File: src/rtl/morse_led_sequencer_pkg.sv
// Purpose : Shared types and Morse timing constants for the LED sequencer and
//           for future beeper/buzzer blocks that reuse the unit timer.
// Contents: state_e (sequencer FSM states), unit counts per Morse element,
//           MAX_LEN, and clamp_len() which limits the element count to MAX_LEN.
package morse_pkg;

    typedef enum logic [1:0] {
        StIdle,
        StMark,
        StSpace,
        StGap
    } state_e;

    localparam logic [2:0] DOT_UNITS        = 3'd1;
    localparam logic [2:0] DASH_UNITS       = 3'd3;
    localparam logic [2:0] ELEM_GAP_UNITS   = 3'd1;
    localparam logic [2:0] LETTER_GAP_UNITS = 3'd3;
    localparam logic [2:0] WORD_GAP_UNITS   = 3'd7;
    localparam logic [2:0] MAX_LEN          = 3'd5;

    // Lengths 6 and 7 do not fit the 5-bit element field; treat them as 5.
    function automatic logic [2:0] clamp_len(input logic [2:0] len);
        return (len > MAX_LEN) ? MAX_LEN : len;
    endfunction

endpackage

File: src/rtl/morse_led_sequencer_if.sv
// Purpose : Character handshake between an upstream producer (UART decoder,
//           pattern ROM walker) and the Morse LED sequencer.
// Signals : sym_valid    - producer offers a character
//           sym_ready    - sequencer can take a character this cycle
//           sym_len      - element count 0..7 (6..7 are treated as 5)
//           sym_bits     - elements, LSB first, 1 = dash, 0 = dot
//           sym_word_end - character closes a word (word gap instead of letter gap)
// Modports: master = producer side, slave = sequencer side.
interface morse_led_sequencer_if;

    logic       sym_valid;
    logic       sym_ready;
    logic [2:0] sym_len;
    logic [4:0] sym_bits;
    logic       sym_word_end;

    modport master (
        output sym_valid,
        output sym_len,
        output sym_bits,
        output sym_word_end,
        input  sym_ready
    );

    modport slave (
        input  sym_valid,
        input  sym_len,
        input  sym_bits,
        input  sym_word_end,
        output sym_ready
    );

endinterface

File: src/rtl/morse_unit_timer.sv
// Purpose : Measures a phase of target_units Morse time units.
//           A prescaler counts 0..UNIT_CYCLES-1; a 3-bit unit counter counts
//           completed units. done is high on the last cycle of the phase.
// Ports   : CLK, RST_N  - clock, async active-low reset
//           start        - clear both counters at the next edge (phase entry)
//           target_units - phase length in units, 1..7
//           done         - last cycle of the phase
module morse_unit_timer #(
    parameter int unsigned UNIT_CYCLES = 2000000,
    parameter int unsigned CNT_W       = 21
) (
    input  logic       CLK,
    input  logic       RST_N,
    input  logic       start,
    input  logic [2:0] target_units,
    output logic       done
);

    localparam logic [CNT_W-1:0] PreLast = CNT_W'(UNIT_CYCLES - 1);

    logic [CNT_W-1:0] r_pre;
    logic [CNT_W-1:0] w_pre_d;
    logic [2:0]       r_unit;
    logic [2:0]       w_unit_d;
    logic             w_pre_wrap;

    assign w_pre_wrap = (r_pre == PreLast);
    assign done       = w_pre_wrap && (r_unit == (target_units - 3'd1));

    always_comb begin
        w_pre_d  = r_pre + 1'b1;
        w_unit_d = r_unit;
        if (start) begin
            w_pre_d  = '0;
            w_unit_d = '0;
        end else if (w_pre_wrap) begin
            w_pre_d  = '0;
            w_unit_d = r_unit + 3'd1;
        end
    end

    always_ff @(posedge CLK or negedge RST_N) begin
        if (!RST_N) begin
            r_pre  <= '0;
            r_unit <= '0;
        end else begin
            r_pre  <= w_pre_d;
            r_unit <= w_unit_d;
        end
    end

endmodule

File: src/rtl/morse_led_sequencer.sv
// Purpose : Plays one Morse character at a time on the user LED with ITU timing
//           (dot 1, dash 3, element gap 1, letter gap 3, word gap 7 units).
// Ports   : CLK, RST_N - clock, async active-low reset
//           sym         - character handshake (slave side)
//           abort       - synchronous flush back to idle; wins over an accept
//           led         - LED drive, 1 = on
//           busy        - character in progress (~sym_ready)
module morse_led_sequencer
    import morse_pkg::*;
#(
    parameter int unsigned UNIT_CYCLES = 2000000,
    parameter int unsigned CNT_W       = 21
) (
    input  logic                  CLK,
    input  logic                  RST_N,
    morse_led_sequencer_if.slave  sym,
    input  logic                  abort,
    output logic                  led,
    output logic                  busy
);

    state_e     r_state;
    state_e     w_state_d;
    logic [2:0] r_len;
    logic [2:0] w_len_d;
    logic [4:0] r_bits;
    logic [4:0] w_bits_d;
    logic       r_word_end;
    logic       w_word_end_d;
    logic [2:0] r_idx;
    logic [2:0] w_idx_d;

    logic       w_accept;
    logic [2:0] w_len_in;
    logic [2:0] w_target;
    logic       w_start;
    logic       w_done;

    // Outputs depend on the registered state only.
    assign sym.sym_ready = (r_state == StIdle);
    assign busy          = ~sym.sym_ready;
    assign led           = (r_state == StMark);

    assign w_accept = sym.sym_valid && sym.sym_ready && !abort;
    assign w_len_in = clamp_len(sym.sym_len);

    always_comb begin
        w_target = DOT_UNITS;
        unique case (r_state)
            StMark:  w_target = r_bits[r_idx] ? DASH_UNITS : DOT_UNITS;
            StSpace: w_target = ELEM_GAP_UNITS;
            StGap:   w_target = r_word_end ? WORD_GAP_UNITS : LETTER_GAP_UNITS;
            default: w_target = DOT_UNITS;
        endcase
    end

    always_comb begin
        w_state_d    = r_state;
        w_len_d      = r_len;
        w_bits_d     = r_bits;
        w_word_end_d = r_word_end;
        w_idx_d      = r_idx;
        if (abort) begin
            w_state_d = StIdle;
            w_idx_d   = '0;
        end else begin
            unique case (r_state)
                StIdle: begin
                    if (w_accept) begin
                        w_len_d      = w_len_in;
                        w_bits_d     = sym.sym_bits;
                        w_word_end_d = sym.sym_word_end;
                        w_idx_d      = '0;
                        // A zero-length character only produces its gap.
                        w_state_d    = (w_len_in == 3'd0) ? StGap : StMark;
                    end
                end
                StMark: begin
                    if (w_done) begin
                        w_state_d = (r_idx == (r_len - 3'd1)) ? StGap : StSpace;
                    end
                end
                StSpace: begin
                    if (w_done) begin
                        w_idx_d   = r_idx + 3'd1;
                        w_state_d = StMark;
                    end
                end
                StGap: begin
                    if (w_done) begin
                        w_state_d = StIdle;
                    end
                end
                default: w_state_d = StIdle;
            endcase
        end
    end

    // Every state change restarts the timer; holding it cleared in idle keeps
    // the counters at zero between characters.
    assign w_start = (w_state_d != r_state) || (w_state_d == StIdle);

    always_ff @(posedge CLK or negedge RST_N) begin
        if (!RST_N) begin
            r_state    <= StIdle;
            r_len      <= '0;
            r_bits     <= '0;
            r_word_end <= 1'b0;
            r_idx      <= '0;
        end else begin
            r_state    <= w_state_d;
            r_len      <= w_len_d;
            r_bits     <= w_bits_d;
            r_word_end <= w_word_end_d;
            r_idx      <= w_idx_d;
        end
    end

    morse_unit_timer #(
        .UNIT_CYCLES (UNIT_CYCLES),
        .CNT_W       (CNT_W)
    ) u_timer (
        .CLK          (CLK),
        .RST_N        (RST_N),
        .start        (w_start),
        .target_units (w_target),
        .done         (w_done)
    );

endmodule
File: src/flat_wrapper.sv
// flat-port wrapper written by rule: the top's interface ports become plain ports
module morse_led_sequencer_flat import morse_pkg::*;
#(
    parameter int unsigned UNIT_CYCLES = 2000000,
    parameter int unsigned CNT_W       = 21
)
  (CLK, RST_N, abort, led, busy, sym_sym_valid, sym_sym_len, sym_sym_bits, sym_sym_word_end, sym_sym_ready);
  morse_led_sequencer_if sym_i ();
  input  logic CLK;
  input  logic RST_N;
  input  logic abort;
  output logic led;
  output logic busy;
  input wire logic [$bits(sym_i.sym_valid)-1:0] sym_sym_valid;
  input wire logic [$bits(sym_i.sym_len)-1:0] sym_sym_len;
  input wire logic [$bits(sym_i.sym_bits)-1:0] sym_sym_bits;
  input wire logic [$bits(sym_i.sym_word_end)-1:0] sym_sym_word_end;
  output wire logic [$bits(sym_i.sym_ready)-1:0] sym_sym_ready;
  assign sym_i.sym_valid = sym_sym_valid;
  assign sym_i.sym_len = sym_sym_len;
  assign sym_i.sym_bits = sym_sym_bits;
  assign sym_i.sym_word_end = sym_sym_word_end;
  assign sym_sym_ready = sym_i.sym_ready;
  morse_led_sequencer #(.UNIT_CYCLES(UNIT_CYCLES), .CNT_W(CNT_W)) u_core (.CLK(CLK), .RST_N(RST_N), .sym(sym_i), .abort(abort), .led(led), .busy(busy));
endmodule
File: config.mk
export PLATFORM = sky130hd
export DESIGN_NAME = morse_led_sequencer_flat
export DESIGN_NICKNAME = d
export VERILOG_FILES = /design/src/rtl/morse_led_sequencer_pkg.sv /design/src/rtl/morse_led_sequencer_if.sv /design/src/rtl/morse_unit_timer.sv /design/src/rtl/morse_led_sequencer.sv /design/src/flat_wrapper.sv
export SDC_FILE = /design/constraint.sdc
export NUM_CORES = 1
export LEC_CHECK = 0
export CAP_MARGIN = 10
export CORE_MARGIN = 2
export CORE_UTILIZATION = 40
export DETAILED_ROUTE_END_ITERATION = 7
export SLEW_MARGIN = 40
export SYNTH_ARGS = -nofsm -noshare
export SYNTH_HDL_FRONTEND = slang
export SYNTH_SLANG_ARGS = --single-unit
File: constraint.sdc
create_clock -name CLK -period 2.3 [get_ports CLK]
set_input_delay 0.46 -clock CLK [delete_from_list [all_inputs] [get_ports CLK]]
set_output_delay 0.46 -clock CLK [all_outputs]
set_load 0.005 [all_outputs]
==> results of run 1 <==
[per-layer routing]
layer / wire (um) / GRT usage, % / share of wire, %
met5: 0 / 0 / 0
met3: 89 / 3.21 / 2.3
met4: 87 / 7.54 / 2.3
met2: 1590 / 21.5 / 42
met1: 2060 / 22.7 / 54
[critical path, delay by kind of cell (launching register included)]
family	cells	cell delay [ns]
and+or+nand+nor	2	0.74
DFF	1	0.54
AOI/OAI and AO/OA	3	0.44
muxes	1	0.30
[area by class of cell]
class	count	area (um2)	share of cell area (%)
timing repair buffer	19	178	7.74
inverter	5	18.8	0.817
sequential	38	951	41.4
clock buffer	7	76.3	3.32
multi-input combinational	147	988	43.1
tap	67	83.8	3.65
[cells in the final DEF (no fill, tap or decap), types with 6 or more instances in the layout]
master,n
clkdlybuf4s50_1,14
mux2_2,7
nand3_1,12
a21oi_1,6
nor2_1,27
nand2_1,16
dfrtp_1,38
xor2_1,16
xnor2_1,8
[state kept, by name, indices dropped and copies added, names as in the netlist]
name / cells
u_core.r_bits: 5
u_core.r_idx: 3
u_core.r_len: 3
u_core.r_state: 2
u_core.r_word_end: 1
u_core.u_timer.r_pre: 21
u_core.u_timer.r_unit: 3
[power breakdown]
group,internal [mW],switching (mW),total (mW)
sequential,0.703,0.0238,0.727
clock,0.209,0.221,0.429
combinational,0.0894,0.0759,0.165
total,1.00,0.320,1.32
[cells by family (layout without fill, tap and decap cells)]
logic type	Yosys count	in the layout	synth area share, %
flip-flops	38	38	47.6
XOR/XNOR	24	24	10.5
buffers and inverters	12	31	2.94
AO/OA/AOI/OAI	21	21	7.51
adder cells (fa/ha/maj)	4	4	2.50
AND/OR/NAND/NOR	88	88	23.5
multiplexers	10	10	5.45
[worst paths after layout]
check | start | endpoint
worst max-delay path | u_core.r_idx[0] | u_core.r_idx[2]
worst min-delay path | RST_N | u_core.r_bits[4]
worst max register to register | u_core.r_idx[0] | u_core.r_idx[2]
worst min register to register | u_core.r_bits[4] | u_core.r_bits[4]
max in group asynchronous | RST_N | u_core.u_timer.r_pre[2]
min in group CLK | u_core.r_bits[4] | u_core.r_bits[4]
==> metrics.cfg, run 1 <==
[logic_synthesis]
ys_ff_latch=38
synth_commonest_cells=dfrtp_1 (38), nor2_1 (27), nand2_1 (16), xor2_1 (16), nand3_1 (12)
synth_area_per_cell_um2=10.1
synth_edf_count=0
ys.flop_type=dfrtp_1
synth_cells=197
synth.net_count=214
ys_top_cells_by_area=dfrtp_1 (48%), xor2_1 (7.0%), nor2_1 (5.1%), mux2_2 (3.9%), xnor2_1 (3.5%)
synth_top_area_share_pct=47.6
synth_seq_area_share_pct=47.6
netlist-cell-type-count=41
yosysWarningCount=0
synth_top_cell_by_area=dfrtp_1
async_flop_share_pct=100
yosysMostFrequentCell=dfrtp_1
netlist_area_um2=2000

[worst_setup_path]
worstPathArrival_ns=2.32
crit_path_end_kind=flip-flop
reg2reg_depth=6
max_stage_delay_ns=0.54
path_cells=mux2i_1 > o22ai_2 > nor3_1 > o211ai_4 > or3_1 > a21boi_1
cpMaxStageDelayCell=dfrtp_1
reg2reg_setup_slack_ns=0.20
required_ns=2.52
startpoint_type=flip-flop
crit_path_max_fanout=9
worst-setup-path-type=flip-flop to flip-flop

[status]
status=finished, final reports clean

[route]
viasPerCell=5.04
drt_iter0_markers=110
ant_nets=0
wl_per_cell_um=13.5
drc=0
dr.pass1.iters=4
wl_um=3830
via_count=1425

[clocking]
htreeDepth=2
clk_pin_slew_ns=0.08
cts_sinks=38
cts_resized=0
cts_tree=built
cts_buffer_depth=2
cts_hold_buf=0
root_buffer=clkbuf_8
clock_latency_ns=0.29
numCtsBuffers=5
postCtsSetupRepairBufs=0

[grt]
grt_max_degree=39
antenna_found_initial=0
grt_pass1_vias=1344
gr-total-overflow=0
grt_pass1_wl_um=6470
grt.total_usage_pct=15.4

[timing]
min_period_ns=2.10
min_period_over_period_pct=91.2
final-hold-violation-count=0
slew_headroom_pct=67.5
fmax_mhz=477
clock_skew_ns=0.0114
tightestPinTransition_ns=0.488
rsz0062_at_grt=no
worst_slack_ns=0.203
slew_violations=0
finalSetupViolations=0
hold_slack_ns=0.128
finalSetupTns_ns=0

[layout]
drive_gt1_share_pct=11.1
nets=233
final_cell_area_um2=2300
final_cells=283
fillers=465
area_growth_pct=14.9
diodes=0
final_util_pct=48.0

[floorplanning]
die_h_um=74.7
core-area_um2=4790
die_x_um=74.7
dieArea_um2=5580
ios=16
initial_utilization_pct=41.8
num_rows=25

[placed_design]
dpl_cell_area_um2=2220
post-place-ws_ns=0.219
dp.cells=276
port_buffers=15
place_hpwl_um=2740
place_congestion=0.730

[pwr]
power.static_leakage_nw=0.957
cellPowerDensity_nw_per_um2=576
vdd_drop_max_uv=307
p_total_mw=1.32

[run]
maxCapViolCount=0

[hold_path]
hold_path_class=primary input to async pin

Note: power is estimated with default switching activity, not from simulation.
==> inputs of run 2 (changes only) <==
PLACE_DENSITY = 0.7   (was not set)
==> metrics.cfg, run 2 (same netlist as run 1, synthesis figures left out) <==
[grt]
grt.total_usage_pct=15.3  ; -0.12 points
grt_max_degree=25  ; -36%
gr-total-overflow=0  ; unchanged
grt_pass1_vias=1418  ; +5.5%
antenna_found_initial=0  ; unchanged
grt_pass1_wl_um=6440  ; -0.43%

[layout]
drive_gt1_share_pct=12.0  ; +0.93 points
final_util_pct=48.9  ; +0.89 points
layout_common_cells=dfrtp_1 (38), nor2_1 (27), xor2_1 (16), nand2_1 (16), clkdlybuf4s50_1 (14)
diodes=0  ; unchanged
reg_top3=u_core.u_timer.r_pre: 21 flops, u_core.r_bits: 5 flops
area_growth_pct=17.0
regArea_um2=951  ; unchanged
multi_input_area_um2=988  ; unchanged
final_cell_area_um2=2340  ; +1.9%
largest_register_ffs=21  ; unchanged
nets=232  ; -0.43%
final_common_cell=dfrtp_1
fillers=429  ; -7.7%
final_cells=283  ; unchanged
largest-register=u_core.u_timer.r_pre

[clocking]
root_buffer=clkbuf_8
numCtsBuffers=5  ; unchanged
postCtsSetupRepairBufs=0  ; unchanged
cts_sinks=38  ; unchanged
cts_hold_buf=0  ; unchanged
cts_resized=0  ; unchanged
clock_latency_ns=0.29  ; about the same
htreeDepth=2  ; unchanged
cts_buffer_depth=2  ; unchanged
clk_pin_slew_ns=0.08  ; about the same
cts_tree=built

[timing]
slew_violations=0  ; unchanged
clock_skew_ns=0.00910  ; -0.00226 ns
finalSetupTns_ns=0  ; unchanged
min_period_over_period_pct=93.5  ; +2.4 points
worst_slack_ns=0.148  ; -0.0542 ns
slew_headroom_pct=68.3  ; +0.84 points
rsz0062_at_grt=no
min_period_ns=2.15  ; +0.0542 ns
final-hold-violation-count=0  ; unchanged
fmax_mhz=465  ; -2.5%
finalSetupViolations=0  ; unchanged
tightestPinTransition_ns=0.471  ; -0.0162 ns

[worst_setup_path]
crit_path_end_kind=output port
path_cells=nor2_1 > inv_1 > clkdlybuf4s50_1
cpMaxStageDelayCell=dfrtp_1
worst-setup-path-type=flip-flop to output port
startpoint_type=flip-flop
max_stage_delay_ns=0.48  ; -0.06 ns
cp_num_buf_inv=2  ; +2
required_ns=1.84  ; -0.68 ns
worstPathArrival_ns=1.69  ; -0.63 ns
cpLargestDelayFamily=buffers and inverters
crit_path_max_fanout=10  ; +1

[pwr]
seq_power_share_pct=50.0  ; -5.0 points
cellPowerDensity_nw_per_um2=621  ; +7.9%
internal_power_mw=1.11  ; +11%
vdd_drop_max_uv=370  ; +21%
p_clk_share_pct=38.6  ; +6.1 points
p_sw_mw=0.341  ; +6.3%
combPwrFrac_pct=11.4  ; -1.1 points
power.static_leakage_nw=0.979  ; +2.3%
swShare_pct=23.5  ; -0.79 points

[route]
drc=0  ; unchanged
dr.max_layer_used=met4
met3_length_um=133  ; +49%
wl_per_cell_um=13.1  ; -3.0%
wl_um=3720  ; -3.0%
dr.pass1.iters=4  ; unchanged
viasPerCell=5.18  ; +2.9%
met2WireLength_um=1770  ; +11%
via_count=1466  ; +2.9%
met1_length_um=1740  ; -16%
drt_iter0_markers=129  ; +17%
ant_nets=0  ; unchanged

[placed_design]
port_buffers=15  ; unchanged
dpl_cell_area_um2=2230  ; +0.45%
place_hpwl_um=2670  ; -2.8%
place_congestion=0.814  ; +11%
post-place-ws_ns=0.328  ; +0.109 ns
dp.cells=275  ; -0.36%

[floorplanning]
dieArea_um2=5580  ; unchanged
ios=16  ; unchanged
num_rows=25  ; unchanged
die_h_um=74.7  ; unchanged
core-area_um2=4790  ; unchanged
die_x_um=74.7  ; unchanged
initial_utilization_pct=41.8  ; unchanged

[run]
maxCapViolCount=0  ; unchanged

[status]
status=finished, final reports clean

[hold_path]
hold_path_class=primary input to async pin

## run 2: cell count changes in the layout (fill, tap and decap cells not counted)
cell       delta
buf_4         -3
clkbuf_1      -2
clkinv_2      +2
buf_16        +1
buf_2         +1
bufinv_16     +1
## run 2: path summary, 6_finish.rpt
check / startpoint / to / slack, ns / depth (start not counted)
worst max-delay path: u_core.r_state[0] / busy / 0.15 / 3
worst min-delay path: RST_N / u_core.r_bits[4] / 0.08 / 1
worst max register to register: u_core.r_idx[0] / u_core.r_idx[2] / 0.24 / 6
worst min register to register: u_core.r_bits[1] / u_core.r_bits[1] / 0.52 / 1
max in group asynchronous: RST_N / u_core.u_timer.r_pre[7] / 1.77 / 2
min in group CLK: u_core.r_bits[1] / u_core.r_bits[1] / 0.52 / 1
## run 2: layer usage
metal | GRT usage, % | vias up
li1 | - | 718
met1 | 20.4 | 709
met2 | 24.1 | 30
met3 | 3.61 | 9
met4 | 6.15 | 0
met5 | 0 | -
## run 2: cell type report
class / count / share of cell area, %
Tap cell: 67 / 3.58
Sequential cell: 38 / 40.7
Multi-Input combinational cell: 147 / 42.3
Clock inverter: 3 / 1.71
Clock buffer: 5 / 2.94
Timing Repair Buffer: 18 / 8.03
Inverter: 5 / 0.803
## run 2: metrics by stage
| step | power (mW) | hold WS (ns) |
|---|---|---|
| 3_3_place_gp | 0.898 | 0.492 |
| 5_1_grt | 1.52 | 0.0984 |
| 6_report | 1.45 | 0.0794 |
| 3_5_place_dp | 0.908 | 0.408 |
| 2_1_floorplan | 0.836 | 0.164 |
| 4_1_cts | 1.47 | 0.0872 |
## run 2: power groups by stage
stage | combinational, mW | clock [mW] | sequential (mW)
floorplan | 0.106 | 0 | 0.730
global placement | 0.159 | 0 | 0.739
detailed placement | 0.168 | 0 | 0.740
CTS | 0.169 | 0.571 | 0.727
global route | 0.186 | 0.601 | 0.732
finish | 0.166 | 0.561 | 0.727
## run 2: worst reg2reg max path, stage by stage (launching register included)
cell and delay [ns]:
dfrtp_1 0.53, mux2i_1 0.28, o22ai_2 0.12, nor3_1 0.38, o211ai_4 0.17, or3_1 0.37, a21boi_1 0.14
==> inputs of run 3 (changes only) <==
CELL_PAD_IN_SITES_DETAIL_PLACEMENT = 0   (was not set)
CELL_PAD_IN_SITES_GLOBAL_PLACEMENT = 1   (was not set)
HOLD_SLACK_MARGIN = 0.1   (was not set)
PLACE_DENSITY = 0.83   (was 0.7)
==> metrics.cfg, run 3 (same netlist as run 1, synthesis figures left out) <==
[clocking]
cts_tree=built
cts_buffer_depth=2  ; unchanged
root_buffer=clkbuf_8
numCtsBuffers=5  ; unchanged
htreeDepth=2  ; unchanged
clock_latency_ns=0.29  ; about the same
cts_resized=0  ; unchanged
cts_hold_buf=0  ; unchanged
postCtsSetupRepairBufs=0  ; unchanged
cts_sinks=38  ; unchanged
clk_pin_slew_ns=0.08  ; about the same

[floorplanning]
die_x_um=74.7  ; unchanged
ios=16  ; unchanged
initial_utilization_pct=41.8  ; unchanged
dieArea_um2=5580  ; unchanged
die_h_um=74.7  ; unchanged
core-area_um2=4790  ; unchanged
num_rows=25  ; unchanged

[timing]
finalSetupViolations=0  ; unchanged
min_period_over_period_pct=90.0  ; -3.6 points
min_period_ns=2.07  ; -0.0827 ns
rsz0062_at_grt=no
slew_violations=0  ; unchanged
clock_skew_ns=0.00847  ; -0.000627 ns
tightestPinTransition_ns=0.475  ; +0.00351 ns
finalSetupTns_ns=0  ; unchanged
hold_slack_ns=0.127  ; +0.0474 ns
fmax_mhz=483  ; +4.0%
slew_headroom_pct=68.3  ; about the same
final-hold-violation-count=0  ; unchanged

[worst_setup_path]
path_cells=nor4b_1 > nand3_1 > nor3_4 > o211ai_4 > or3_1 > a21boi_1
worstPathArrival_ns=2.29  ; +0.60 ns
reg2reg_depth=6  ; unchanged
worst-setup-path-type=flip-flop to flip-flop
cp_num_buf_inv=0  ; -2
required_ns=2.52  ; +0.68 ns
r2r_end=u_core.r_idx[2]
crit_path_max_fanout=9  ; -1
crit_path_end_kind=flip-flop
reg2reg_setup_slack_ns=0.23  ; about the same
cpMaxStageDelayCell=dfrtp_1
cpLargestDelayFamily=simple AND/OR/NAND/NOR gates
max_stage_delay_ns=0.46  ; -0.02 ns
r2r-start=u_core.u_timer.r_pre[14]
startpoint_type=flip-flop

[status]
status=finished, final reports clean

[layout]
layout_common_cells=dfrtp_1 (38), nor2_1 (27), xor2_1 (16), nand2_1 (16), clkdlybuf4s50_1 (14)
area_growth_pct=16.2
fillers=460  ; +7.2%
final_cell_area_um2=2320  ; -0.70%
final_common_cell=dfrtp_1
reg_top3=u_core.u_timer.r_pre: 21 flops, u_core.r_bits: 5 flops
largest-register=u_core.u_timer.r_pre
nets=232  ; unchanged
drive_gt1_share_pct=12.0  ; unchanged
largest_register_ffs=21  ; unchanged
diodes=0  ; unchanged

[route]
drt_iter0_markers=100  ; -22%
ant_nets=0  ; unchanged
via_count=1424  ; -2.9%
wl_per_cell_um=13.2  ; +0.81%
dr.pass1.iters=4  ; unchanged
viasPerCell=5.03  ; -2.9%
wl_um=3750  ; +0.81%
drc=0  ; unchanged

[hold_path]
hold_path_class=primary input to async pin

[grt]
antenna_found_initial=0  ; unchanged
gr-total-overflow=0  ; unchanged
grt_max_degree=39  ; +56%
grt_pass1_vias=1375  ; -3.0%
grt_pass1_wl_um=6630  ; +3.0%
grt.total_usage_pct=16.0  ; +0.74 points

[placed_design]
dpl_cell_area_um2=2210  ; -0.79%
place_hpwl_um=2720  ; +2.1%
port_buffers=15  ; unchanged
place_congestion=0.733  ; -9.9%

[pwr]
cellPowerDensity_nw_per_um2=612  ; -1.5%
power.static_leakage_nw=0.971  ; -0.78%
vdd_drop_max_uv=318  ; -14%

[run]
maxCapViolCount=0  ; unchanged

[run 3: worst reg2reg max path, stage by stage (launching register included)]
cell      delay, ns
dfrtp_1        0.46
nor4b_1        0.38
nand3_1        0.20
nor3_4         0.28
o211ai_4       0.17
or3_1          0.37
a21boi_1       0.14
[run 3: stage by stage]
stage / power [mW] / utilization [%] / std cells / worst slack [ns]
final: 1.42 / 48.5 / 283 / 0.231
after CTS: 1.45 / 48.5 / 283 / 0.223
after detailed placement: 0.907 / 46.2 / 275 / 0.231
after floorplan: 0.836 / - / 197 / 0.420
after global placement: 0.903 / 46.2 / 275 / 0.315
after global routing: 1.50 / 48.5 / 283 / 0.0310
[run 3: worst max path at each step]
stage                             endpoint                     start  slack [ns]  cells after the start
after floorplan           u_core.r_bits[0]         u_core.r_state[0]        0.42                      6
after global placement     u_core.r_idx[2]  u_core.u_timer.r_pre[14]        0.31                      6
after detailed placement   u_core.r_idx[2]  u_core.u_timer.r_pre[14]        0.23                      6
after CTS                  u_core.r_idx[2]  u_core.u_timer.r_pre[14]        0.22                      6
after global routing       u_core.r_idx[0]  u_core.u_timer.r_pre[14]        0.03                      6
final                      u_core.r_idx[2]  u_core.u_timer.r_pre[14]        0.23                      6
[run 3: layout make-up]
class	count	area, um2	share of cell area (%)
well taps	67	83.8	3.61
clock buffers	8	110	4.74
flip-flops and latches	38	951	40.9
repair buffers	18	170	7.33
inverters	5	18.8	0.808
multi-input cells	147	988	42.6
[run 3: metal layers]
layer	track usage [%]	wire length [um]
met1	23.5	1950
met5	0	0
met2	22.3	1640
met4	5.95	74
met3	4.82	82
[run 3: power by group]
group / internal [mW] / total, mW / switching [mW]
Clock: 0.303 / 0.532 / 0.229
Combinational: 0.0881 / 0.163 / 0.0745
Sequential: 0.703 / 0.727 / 0.0239
